--- src/rtl/csa_accum_ctrl_pkg.sv ---
// csa_accum_ctrl shared types: FSM state encoding and count width.
// Imported by the interface, the top and the testbench side.
package csa_accum_ctrl_pkg;

  localparam int COUNT_W = 4;

  typedef enum logic [1:0] {
    IDLE    = 2'd0,
    ACCUM   = 2'd1,
    RESOLVE = 2'd2,
    DONE    = 2'd3
  } state_e;

endpackage

--- src/rtl/csa_accum_ctrl_if.sv ---
// Job/operand/result bundle between a producer-consumer and the controller.
// master = producer/consumer side, slave = csa_accum_ctrl side.
interface csa_accum_ctrl_if
  import csa_accum_ctrl_pkg::*;
#(
  parameter int WIDTH = 4,
  parameter int ACC_W = 8
);
  logic               start;
  logic [COUNT_W-1:0] count;
  logic               in_valid;
  logic               in_ready;
  logic [WIDTH-1:0]   in_data;
  logic               busy;
  logic               out_valid;
  logic [ACC_W-1:0]   out_sum;
  logic               out_ack;
  logic               ovf;

  modport master (
    output start, count, in_valid, in_data, out_ack,
    input  in_ready, busy, out_valid, out_sum, ovf
  );

  modport slave (
    input  start, count, in_valid, in_data, out_ack,
    output in_ready, busy, out_valid, out_sum, ovf
  );
endinterface

--- src/rtl/csa_accum_ctrl_csa_vec.sv ---
// csa_vec: bitwise 3:2 compressor (sum and unshifted majority).
// Purely combinational; the caller applies the carry shift.
module csa_vec #(
  parameter int W = 8
) (
  input  logic [W-1:0] i_a,
  input  logic [W-1:0] i_b,
  input  logic [W-1:0] i_c,
  output logic [W-1:0] o_s,
  output logic [W-1:0] o_maj
);
  // sum and majority per bit position
  always_comb begin
    o_s   = i_a ^ i_b ^ i_c;
    o_maj = (i_a & i_b) | (i_a & i_c) | (i_b & i_c);
  end
endmodule

--- src/rtl/csa_accum_ctrl.sv ---
// Carry-save accumulator: CSA per operand, then bit-serial resolve.
// Optional overflow flag enabled by macro CSA_ACC_OVF_EN.
module csa_accum_ctrl
  import csa_accum_ctrl_pkg::*;
#(
  parameter int WIDTH = 4,
  parameter int ACC_W = 8
) (
  input logic             clk,
  input logic             rst,
  csa_accum_ctrl_if.slave bus
);
  localparam int BW = (ACC_W > 1) ? $clog2(ACC_W) : 1;

  state_e             r_state;
  logic [ACC_W-1:0]   r_s;
  logic [ACC_W-1:0]   r_c;
  logic [ACC_W-1:0]   r_sum;
  logic [COUNT_W-1:0] r_cnt;
  logic [BW-1:0]      r_bit;
  logic               r_cy;
  logic               r_in_ready;
  logic               r_busy;
  logic               r_out_valid;

  logic [ACC_W-1:0]   w_d;
  logic [ACC_W-1:0]   w_xs;
  logic [ACC_W-1:0]   w_maj;
  logic [ACC_W-1:0]   w_cnext;
  logic               w_xfer;
  logic               w_fa_s;
  logic               w_fa_c;
  logic               w_last_bit;

  assign w_d        = ACC_W'(bus.in_data);
  assign w_xfer     = bus.in_valid & r_in_ready;
  assign w_cnext    = {w_maj[ACC_W-2:0], 1'b0};
  assign w_last_bit = (r_bit == BW'(ACC_W - 1));

  // serial full adder on the current LSBs of S and C
  assign w_fa_s = r_s[0] ^ r_c[0] ^ r_cy;
  assign w_fa_c = (r_s[0] & r_c[0]) |
                  (r_s[0] & r_cy) |
                  (r_c[0] & r_cy);

  csa_vec #(.W(ACC_W)) u_csa (
    .i_a   (r_s),
    .i_b   (r_c),
    .i_c   (w_d),
    .o_s   (w_xs),
    .o_maj (w_maj)
  );

`ifdef CSA_ACC_OVF_EN
  logic r_ovf;
  assign bus.ovf = r_ovf;
`else
  logic w_unused_msb;
  assign w_unused_msb = w_maj[ACC_W-1];
  assign bus.ovf      = 1'b0;
`endif

  assign bus.in_ready  = r_in_ready;
  assign bus.busy      = r_busy;
  assign bus.out_valid = r_out_valid;
  assign bus.out_sum   = r_sum;

  // job FSM with datapath registers and registered handshake outputs
  always_ff @(posedge clk or posedge rst) begin
    if (rst) begin
      r_state     <= IDLE;
      r_s         <= '0;
      r_c         <= '0;
      r_sum       <= '0;
      r_cnt       <= '0;
      r_bit       <= '0;
      r_cy        <= 1'b0;
      r_in_ready  <= 1'b0;
      r_busy      <= 1'b0;
      r_out_valid <= 1'b0;
`ifdef CSA_ACC_OVF_EN
      r_ovf       <= 1'b0;
`endif
    end else begin
      unique case (r_state)
        IDLE: begin
          if (bus.start) begin
            r_cnt  <= bus.count;
            r_s    <= '0;
            r_c    <= '0;
            r_cy   <= 1'b0;
            r_bit  <= '0;
            r_busy <= 1'b1;
`ifdef CSA_ACC_OVF_EN
            r_ovf  <= 1'b0;
`endif
            if (bus.count != '0) begin
              r_state    <= ACCUM;
              r_in_ready <= 1'b1;
            end else begin
              r_state    <= RESOLVE;
            end
          end
        end
        ACCUM: begin
          if (w_xfer) begin
            r_s   <= w_xs;
            r_c   <= w_cnext;
            r_cnt <= r_cnt - 1'b1;
`ifdef CSA_ACC_OVF_EN
            if (w_maj[ACC_W-1]) r_ovf <= 1'b1;
`endif
            if (r_cnt == COUNT_W'(1)) begin
              r_state    <= RESOLVE;
              r_in_ready <= 1'b0;
            end
          end
        end
        RESOLVE: begin
          r_sum <= {w_fa_s, r_sum[ACC_W-1:1]};
          r_s   <= r_s >> 1;
          r_c   <= r_c >> 1;
          r_cy  <= w_fa_c;
          r_bit <= r_bit + 1'b1;
          if (w_last_bit) begin
            r_state     <= DONE;
            r_out_valid <= 1'b1;
`ifdef CSA_ACC_OVF_EN
            if (w_fa_c) r_ovf <= 1'b1;
`endif
          end
        end
        DONE: begin
          if (bus.out_ack) begin
            r_state     <= IDLE;
            r_out_valid <= 1'b0;
            r_busy      <= 1'b0;
          end
        end
      endcase
    end
  end
endmodule

--- src/flat_wrapper.sv ---
// flat-port wrapper written by rule: the top's interface ports become plain ports
module csa_accum_ctrl_flat import csa_accum_ctrl_pkg::*;
#(
  parameter int WIDTH = 4,
  parameter int ACC_W = 8
)
  (clk, rst, bus_start, bus_count, bus_in_valid, bus_in_data, bus_out_ack, bus_in_ready, bus_busy, bus_out_valid, bus_out_sum, bus_ovf);
  csa_accum_ctrl_if #(.WIDTH(WIDTH), .ACC_W(ACC_W)) bus_i ();
  input logic clk;
  input logic rst;
  input wire logic [$bits(bus_i.start)-1:0] bus_start;
  input wire logic [$bits(bus_i.count)-1:0] bus_count;
  input wire logic [$bits(bus_i.in_valid)-1:0] bus_in_valid;
  input wire logic [$bits(bus_i.in_data)-1:0] bus_in_data;
  input wire logic [$bits(bus_i.out_ack)-1:0] bus_out_ack;
  output wire logic [$bits(bus_i.in_ready)-1:0] bus_in_ready;
  output wire logic [$bits(bus_i.busy)-1:0] bus_busy;
  output wire logic [$bits(bus_i.out_valid)-1:0] bus_out_valid;
  output wire logic [$bits(bus_i.out_sum)-1:0] bus_out_sum;
  output wire logic [$bits(bus_i.ovf)-1:0] bus_ovf;
  assign bus_i.start = bus_start;
  assign bus_i.count = bus_count;
  assign bus_i.in_valid = bus_in_valid;
  assign bus_i.in_data = bus_in_data;
  assign bus_i.out_ack = bus_out_ack;
  assign bus_in_ready = bus_i.in_ready;
  assign bus_busy = bus_i.busy;
  assign bus_out_valid = bus_i.out_valid;
  assign bus_out_sum = bus_i.out_sum;
  assign bus_ovf = bus_i.ovf;
  csa_accum_ctrl #(.WIDTH(WIDTH), .ACC_W(ACC_W)) u_core (.clk(clk), .rst(rst), .bus(bus_i));
endmodule
--- config.mk ---
export PLATFORM = sky130hd
export DESIGN_NAME = csa_accum_ctrl_flat
export DESIGN_NICKNAME = d
export VERILOG_FILES = /design/src/rtl/csa_accum_ctrl_pkg.sv /design/src/rtl/csa_accum_ctrl_if.sv /design/src/rtl/csa_accum_ctrl_csa_vec.sv /design/src/rtl/csa_accum_ctrl.sv /design/src/flat_wrapper.sv
export SDC_FILE = /design/constraint.sdc
export NUM_CORES = 1
export LEC_CHECK = 0
export CORE_MARGIN = 5
export CORE_UTILIZATION = 59
export CTS_CLUSTER_DIAMETER = 60
export DETAILED_ROUTE_END_ITERATION = 10
export GPL_TIMING_DRIVEN = 0
export HOLD_SLACK_MARGIN = 0.05
export PLACE_DENSITY = 0.84
export SLEW_MARGIN = 20
export SYNTH_ARGS = -nofsm -noshare
export SYNTH_HDL_FRONTEND = slang
export SYNTH_SLANG_ARGS = --single-unit
--- constraint.sdc ---
create_clock -name clk -period 3 [get_ports clk]
set_input_delay 0.3 -clock clk [delete_from_list [all_inputs] [get_ports clk]]
set_output_delay 0.3 -clock clk [all_outputs]
set_load 0.005 [all_outputs]
==> results of run 1 <==
[sequential cells by signal, summed over array words and instances (netlist names)]
signal	flops
u_core.bus.out_sum	8
u_core.r_c	8
u_core.r_s	8
u_core.r_cnt	4
u_core.r_bit	3
u_core.r_state	2
u_core.bus.busy	1
u_core.bus.in_ready	1
u_core.bus.out_valid	1
u_core.r_cy	1
[metrics by stage]
step,hold slack (ps),total power [uW],instances,utilization,worst slack (ps)
2_1_floorplan,450,519,187,-,1150
3_3_place_gp,463,540,256,0.696,1020
3_5_place_dp,483,542,256,0.696,977
4_1_cts,416,898,264,0.721,975
5_1_grt,457,928,264,0.721,823
6_report,390,892,264,0.721,977
[Yosys cell counts, types with 2 or more instances]
library cell	number
dfrtp_1	37
nand2_1	9
ha_1	12
nor2_1	26
buf_2	2
mux2_2	8
a21oi_1	6
a221oi_2	4
inv_1	15
and2_1	2
o22ai_1	2
a22oi_1	2
a31oi_1	2
a221oi_1	8
nand3_1	3
nor4_1	2
fa_1	5
a32o_1	2
o21ai_0	10
mux2i_1	4
clkbuf_1	3
o31ai_1	3
nor3_1	2
buf_6	2
[cell families (layout without fill, tap and decap cells)]
family	after synthesis	after routing	synth area share
fa+ha+maj	17	17	0.124
other cells	1	1	0.00186
compound gates	45	45	0.171
buf+inv	25	56	0.0627
simple gates	50	50	0.116
flops	37	37	0.459
mux	12	12	0.0646
[routing by layer]
layer  vias to the layer above  track usage  wire [microns]
li1                        727            -               -
met1                       751        0.252            1710
met2                        53        0.348            1980
met3                         9       0.0542             223
met4                         0       0.0993              90
met5                         -            0               0
[power breakdown]
| group | switching (uW) | internal (uW) |
|---|---|---|
| Combinational | 16.6 | 16.3 |
| Clock | 162 | 199 |
| Sequential | 0 | 498 |
| Total | 179 | 714 |
[final timing paths]
path	endpoint	startpoint	slack, ps	cells after the start
worst max-delay path	u_core.r_s[4]$_DFFE_PP0P_	u_core.r_state[0]$_DFFE_PP0P_	980	9
max in group asynchronous	u_core.r_s[6]$_DFFE_PP0P_	rst	2120	2
worst min register to register	u_core.r_cy$_DFFE_PP0P_	u_core.r_cy$_DFFE_PP0P_	500	2
min in group clk	u_core.r_cy$_DFFE_PP0P_	u_core.r_cy$_DFFE_PP0P_	500	2
worst min-delay path	u_core.r_bit[0]$_DFFE_PP0P_	rst	390	2
worst max register to register	u_core.r_s[4]$_DFFE_PP0P_	u_core.r_state[0]$_DFFE_PP0P_	980	9
[cell type report]
| type | instances | area (sq um) |
|---|---|---|
| inverters | 15 | 56.3 |
| clock buffers | 7 | 55.1 |
| multi-input cells | 125 | 963 |
| flip-flops and latches | 37 | 926 |
| plain buffers | 10 | 70.1 |
| repair buffers | 23 | 230 |
| fillers | 250 | 922 |
| well taps | 46 | 57.6 |
| clock inverters | 1 | 30.0 |
==> out/results.ini, run 1 <==
[status]
outcome=finished, final reports clean

[clock_tree]
htree_levels=2
clk_latency_ps=350
hold_buffers=0
clk_path_buf_depth=2
cts-root-buf=clkbuf_4
ctsResizeCount=0
postCtsSetupRepairBufs=0
cts_buffers=5
cts.sinks=37
cts_tree=built
path_clk_slew_ps=110

[min_path]
hold_class=input pin to asynchronous set/reset pin

[timing]
maxSlewViolCount=0
final.setup.tns_ps=0
slew_headroom=0.499
period_minus_slack_ps=2020
fin_worst_skew_ps=15.7
hold_viol_final=0
worstMarginPinSlew_ps=750
setup_viol=0
rsz0062_at_grt=no
fmax_mhz=494
min_period_over_period=0.674

[global_routing]
grt_max_degree=38
grt_pass1_wl_mm=7.23
grt_pass1_vias=1598
antenna_found_initial=0
grtUsageTotal=0.210
grt_overflow_total=0

[pwr]
ir_drop_mv=0.317
p_leak_uw=0.00113
p_per_area_nw_per_um2=374

[yosys]
ys_ff_latch=37
synth_top_cell_area_share=0.459
synth-seq-area-share=0.459
syn_area_sq_um=2020
ys_types=40
synth_area_per_cell_sq_um=10.8
yosysWarnings=0
async_flop_share=1.00
synthCells=187
synthTopCellsByArea=dfrtp_1 46%, ha_1 7.4%, fa_1 5.0%
yosys.area.top_type=dfrtp_1
synth_ff_type=dfrtp_1
synth.net_count=217
synth_edf_count=0

[critical_path]
critical_path_arrival_ps=2270
crit_chain=inv_1, ha_1, buf_6, nor2b_4, or3_1, buf_6, buf_8, a221oi_2, nor2_1
cp.buffers_inverters=4
cp-start-kind=flop
slowest_delay_ps=420
worst_setup_path_end_kind=flop
critPathTopFamily=simple AND/OR/NAND/NOR gates
cpMaxStageDelayCell=dfrtp_1
cp_common_cell=buf_6
crit_fanout=10
crit_type=flop to flop
worstPathRequired_ps=3250

[drt]
drtIter0Drc=99
ant_nets=0
routed_wl_mm=4.01
firstDrtPassIters=5
drc=0
route.vias.total=1540
drt-wirelength-per-cell_microns=15.2
avgViaCountPerCell=5.83

[placed_design]
place_hpwl_mm=3.07
portBuffers=23
gp_congestion=0.862
dpl_cell_area_sq_um=2300

[finish]
drive_gt1_frac=0.138
syn2layout_area_growth_pct=18.5
final_cell_mix=37 x dfrtp_1, 26 x nor2_1, 23 x clkdlybuf4s50_1, 14 x inv_1, 12 x ha_1
nets=247
finalInstanceArea_sq_um=2390
final_common_cell=dfrtp_1
diodes=0

[die]
die_x_microns=68.5
die-area_sq_um=4690
core.rowCount=21
pin_count=25
initial_utilization=0.609
core_area_sq_um=3310
die_h_microns=68.5

[flow_run]
max_cap_violations=0

Power figures use the tool's default switching activity.
==> inputs of run 2 (changes only) <==
CORE_UTILIZATION = 50   (was 59)
PLACE_DENSITY = 0.76   (was 0.84)
clock period = 1.6 ns   (was 3 ns; I/O delays follow)
==> run 2 against run 1 <==
The run now ends with setup timing left. Power grew 110%. Count of clock-buffer cells in the layout stayed put. Sequential power up 88%. Global-route usage is 3.5 points lower. Clock skew decreased by 5.4 ps. Via count increased by 2.3%. Sequential cell count unchanged. Combinational power grew 110%. Critical path type unchanged.
==> out/results.ini, run 2 (same netlist as run 1, synthesis figures left out) <==
[status]
outcome=finished, violations left
violations=setup timing

[timing]
period_minus_slack_ps=1810
maxSlewViolCount=0
fin_ws_ps=-210
setup_viol=18
hold_viol_final=0
min_period_over_period=1.13
fin_worst_skew_ps=10.3
fmax_mhz=553
rsz0062_at_grt=yes

[pwr]
p_total_uw=1840
p_per_area_nw_per_um2=658
swShare=0.197
p_int_uw=1480
p_sw_uw=363
p_leak_uw=0.00131
clkPwrFrac=0.455
ir_drop_mv=0.554
pwr-share-comb=0.038
seqPwrFrac=0.507

[clock_tree]
htree_levels=2
cts_tree=built
path_clk_slew_ps=80
cts.sinks=37
clk_latency_ps=290
hold_buffers=0
cts-root-buf=clkbuf_8
clk_path_buf_depth=2
cts_buffers=5

[global_routing]
antenna_found_initial=0
grt_overflow_total=0
grtUsageTotal=0.175
grt_pass1_wl_mm=7.29
grt_max_degree=25
grt_pass1_vias=1578

[drt]
firstDrtPassIters=4
topRoutingLayerUsed=met4
drc=0
ant_nets=0
avgViaCountPerCell=5.51
route.vias.total=1575
routed_wl_mm=4.64
dr_wl_met2_mm=2.32
drt-wirelength-per-cell_microns=16.2
dr_wl_met3_microns=193
drtIter0Drc=112
wl_met1_mm=2.06

[critical_path]
cp_common_cell=buf_4
slowest_delay_ps=450
worst_setup_path_end_kind=flop
setup.worst_path.start=u_core.r_state[0]$_DFFE_PP0P_
worstPathRequired_ps=1780
r2r_end=u_core.r_s[1]$_DFFE_PP0P_
crit_fanout=7
r2r-start=u_core.r_state[0]$_DFFE_PP0P_
cpMaxStageDelayCell=dfrtp_2
crit_chain=buf_4, ha_4, or3_4, buf_8, buf_4, a221oi_2, nor2_1
critical_path_arrival_ps=1990
ff2ff_setup_slack_ps=-210
ff2ff_path_depth=7
crit_type=flop to flop
cp-start-kind=flop

[die]
pin_count=25
core_area_sq_um=3940
die-area_sq_um=5400
initial_utilization=0.511
core.rowCount=23
die_x_microns=73.5
die_h_microns=73.5

[placed_design]
dp.cells=261
gp_congestion=0.762
place_hpwl_mm=2.83
portBuffers=23
place_ws_ps=-350

[finish]
diodes=0
drive_gt1_frac=0.335
final_common_cell=dfrtp_1
nets=265
syn2layout_area_growth_pct=38.9
instances_no_fill=286
final_cell_mix=36 x dfrtp_1, 25 x nor2_1, 23 x clkdlybuf4s50_1, 13 x buf_4, 12 x inv_1

[flow_run]
max_cap_violations=0

[min_path]
hold_class=input pin to asynchronous set/reset pin

-- run 2: worst max-delay path, delay by kind of cell (launching register included) --
family	cells	cell delay [ps]
adder cells (fa/ha/maj)	1	180
AND/OR/NAND/NOR	2	450
flip-flops	1	450
buffers and inverters	3	440
AO/OA/AOI/OAI	1	190
-- run 2: power groups by stage --
stage | clock network (uW) | logic, uW | registers (uW)
2_1_floorplan | 0 | 20.6 | 953
3_3_place_gp | 0 | 62.4 | 953
3_5_place_dp | 0 | 69.9 | 953
4_1_cts | 850 | 70.7 | 934
5_1_grt | 900 | 78.1 | 934
6_report | 837 | 70.1 | 934
-- run 2: area by class of cell --
| type | count | area (sq um) |
|---|---|---|
| clock inverters | 1 | 30.0 |
| flip-flops and latches | 37 | 927 |
| well taps | 50 | 62.6 |
| inverters | 15 | 56.3 |
| multi-input cells | 125 | 1120 |
| fillers | 275 | 1140 |
| clock buffers | 7 | 86.3 |
| plain buffers | 8 | 83.8 |
| repair buffers | 43 | 438 |
-- run 2: how the worst max path moves through the flow --
stage / slack [ps] / endpoint
CTS: -190 / u_core.r_c[7]$_DFFE_PP0P_
floorplan: -230 / u_core.r_c[1]$_DFFE_PP0P_
global placement: -330 / u_core.r_c[1]$_DFFE_PP0P_
global route: -240 / u_core.r_s[1]$_DFFE_PP0P_
detailed placement: -350 / u_core.r_c[1]$_DFFE_PP0P_
finish: -210 / u_core.r_s[1]$_DFFE_PP0P_
-- run 2: routing by layer --
layer	global-route usage	vias up
met2	0.282	37
li1	-	763
met1	0.230	769
met4	0.0624	0
met5	0	-
met3	0.0410	6
-- run 2: metrics by stage --
step           setup TNS, ps  instance area [sq um]   util  hold slack, ps
6_report               -2380                   2800  0.710             146
5_1_grt                -3460                   2800  0.710             168
4_1_cts                -2500                   2600  0.660             154
3_5_place_dp           -5530                   2340  0.595             468
3_3_place_gp          -14250                   2320  0.590             473
2_1_floorplan          -2440                   2030      -             315
-- run 2: what timing repair did --
action / in CTS / in global routing
pin swaps: 4 / 6
gates resized for setup: 15 / 38
endpoints found under the setup margin: 31 / 30
gates cloned: 2 / 0
buffers inserted: 6 / 11
==> inputs of run 3 (changes only) <==
SKIP_LAST_GASP = 1   (was default)
==> run 3 against run 2 <==
Worst hold slack improved by 1.6 ps. Combinational power barely moved. Clock skew barely moved. The flow still finishes with violations (setup timing). Core utilization fell by 0.44 points. Final cell count did not move. Count of clock-buffer cells in the layout did not move. Power fell by 0.12%. Critical endpoint unchanged. Clock power barely moved. Largest power group unchanged. Maximum frequency fell by 0.35%.
==> out/results.ini, run 3 (same netlist as run 1, synthesis figures left out) <==
[global_routing]
grt_pass1_wl_mm=7.29
grt_pass1_vias=1578
grt_max_degree=25
grtUsageTotal=0.175
grt_overflow_total=0
antenna_found_initial=0

[finish]
final_common_cell=dfrtp_1
syn2layout_area_growth_pct=38.1
multiInputGateArea_sq_um=1100
nFillCells=279
diodes=0
final_cell_mix=36 x dfrtp_1, 25 x nor2_1, 23 x clkdlybuf4s50_1, 13 x buf_4, 12 x inv_1
nets=265
final_core_util=0.706
seq_area_sq_um=927
instances_no_fill=286
drive_gt1_frac=0.326
finalInstanceArea_sq_um=2780

[clock_tree]
cts.sinks=37
htree_levels=2
cts_buffers=5
clk_path_buf_depth=2
cts-root-buf=clkbuf_8
path_clk_slew_ps=80
clk_latency_ps=280
cts_tree=built

[critical_path]
crit_fanout=7
cp-start-kind=flop
critical_path_arrival_ps=1990
worstPathRequired_ps=1770
crit_type=flop to flop
worst_setup_path_end_kind=flop

[pwr]
p_leak_uw=0.00130
p_per_area_nw_per_um2=661
ir_drop_mv=0.557

[drt]
routed_wl_mm=4.61
route.vias.total=1589
firstDrtPassIters=4
drc=0
drtIter0Drc=106
drt-wirelength-per-cell_microns=16.1
ant_nets=0
avgViaCountPerCell=5.56

[die]
core_area_sq_um=3940
die-area_sq_um=5400
die_x_microns=73.5
initial_utilization=0.511
pin_count=25
die_h_microns=73.5
core.rowCount=23

[timing]
hold_viol_final=0
fmax_mhz=551
maxSlewViolCount=0
rsz0062_at_grt=yes
period_minus_slack_ps=1820
hold_slack_ps=148
fin_ws_ps=-216
fin_worst_skew_ps=9.99
min_period_over_period=1.13
setup_viol=18

[placed_design]
dpl_cell_area_sq_um=2340
place_hpwl_mm=2.83
gp_congestion=0.762
dp.cells=261
place_ws_ps=-350
portBuffers=23

[min_path]
hold_class=input pin to asynchronous set/reset pin

[status]
outcome=finished, violations left
violations=setup timing

[flow_run]
max_cap_violations=0

run 3: cell counts in the layout (fill, tap and decap cells not counted):
No cell type changed its count.
run 3: per-layer routing:
metal,vias to the layer above,track usage,part of all wire
li1,764,-,-
met1,780,0.230,0.44
met2,39,0.282,0.50
met3,6,0.0410,0.043
met4,0,0.0624,0.014
met5,-,0,0
run 3: cell type report:
class                      instances  share of cell area
tap                               50              0.0225
clock buffer                       7              0.0310
inverter                          15              0.0202
buffer                             8              0.0301
timing repair buffer              43               0.157
multi-input combinational        125               0.395
sequential                        37               0.333
clock inverter                     1              0.0108
run 3: path summary, 6_finish.rpt:
check,cells after the start,end,start,slack (ps)
max in group asynchronous,3,u_core.r_s[6]$_DFFE_PP0P_,rst,1010
setup / recovery,7,u_core.r_s[1]$_DFFE_PP0P_,u_core.r_state[0]$_DFFE_PP0P_,-220
hold / removal,2,u_core.r_cy$_DFFE_PP0P_,rst,150
min in group clk,1,u_core.r_bit[2]$_DFFE_PP0P_,u_core.r_bit[2]$_DFFE_PP0P_,510
setup reg to reg,7,u_core.r_s[1]$_DFFE_PP0P_,u_core.r_state[0]$_DFFE_PP0P_,-220
hold reg to reg,1,u_core.r_bit[2]$_DFFE_PP0P_,u_core.r_bit[2]$_DFFE_PP0P_,510
run 3: repair_timing:
action,CTS,global route
resized for setup,15,35
pin swaps,4,6
endpoints found under the setup margin,31,30
buffers inserted,6,11
gates cloned,2,0
hold buffers,0,0
run 3: power by group:
part           switching [uW]  internal [uW]
clock network             327            508
registers                   0            934
logic                    34.5           35.9
total                     361           1480
run 3: metrics by stage:
| stage | power [uW] | TNS, ps |
|---|---|---|
| after floorplan | 973 | -2440 |
| after global placement | 1020 | -14250 |
| after detailed placement | 1020 | -5530 |
| after CTS | 1850 | -2500 |
| after global routing | 1910 | -3490 |
| final | 1840 | -2360 |
run 3: worst max-delay path, stage by stage, from the launching register on:
cell      delay, ps
dfrtp_2         450
buf_4           160
ha_4            180
or3_4           390
buf_8           150
buf_4           130
a221oi_2        190
nor2_1           60
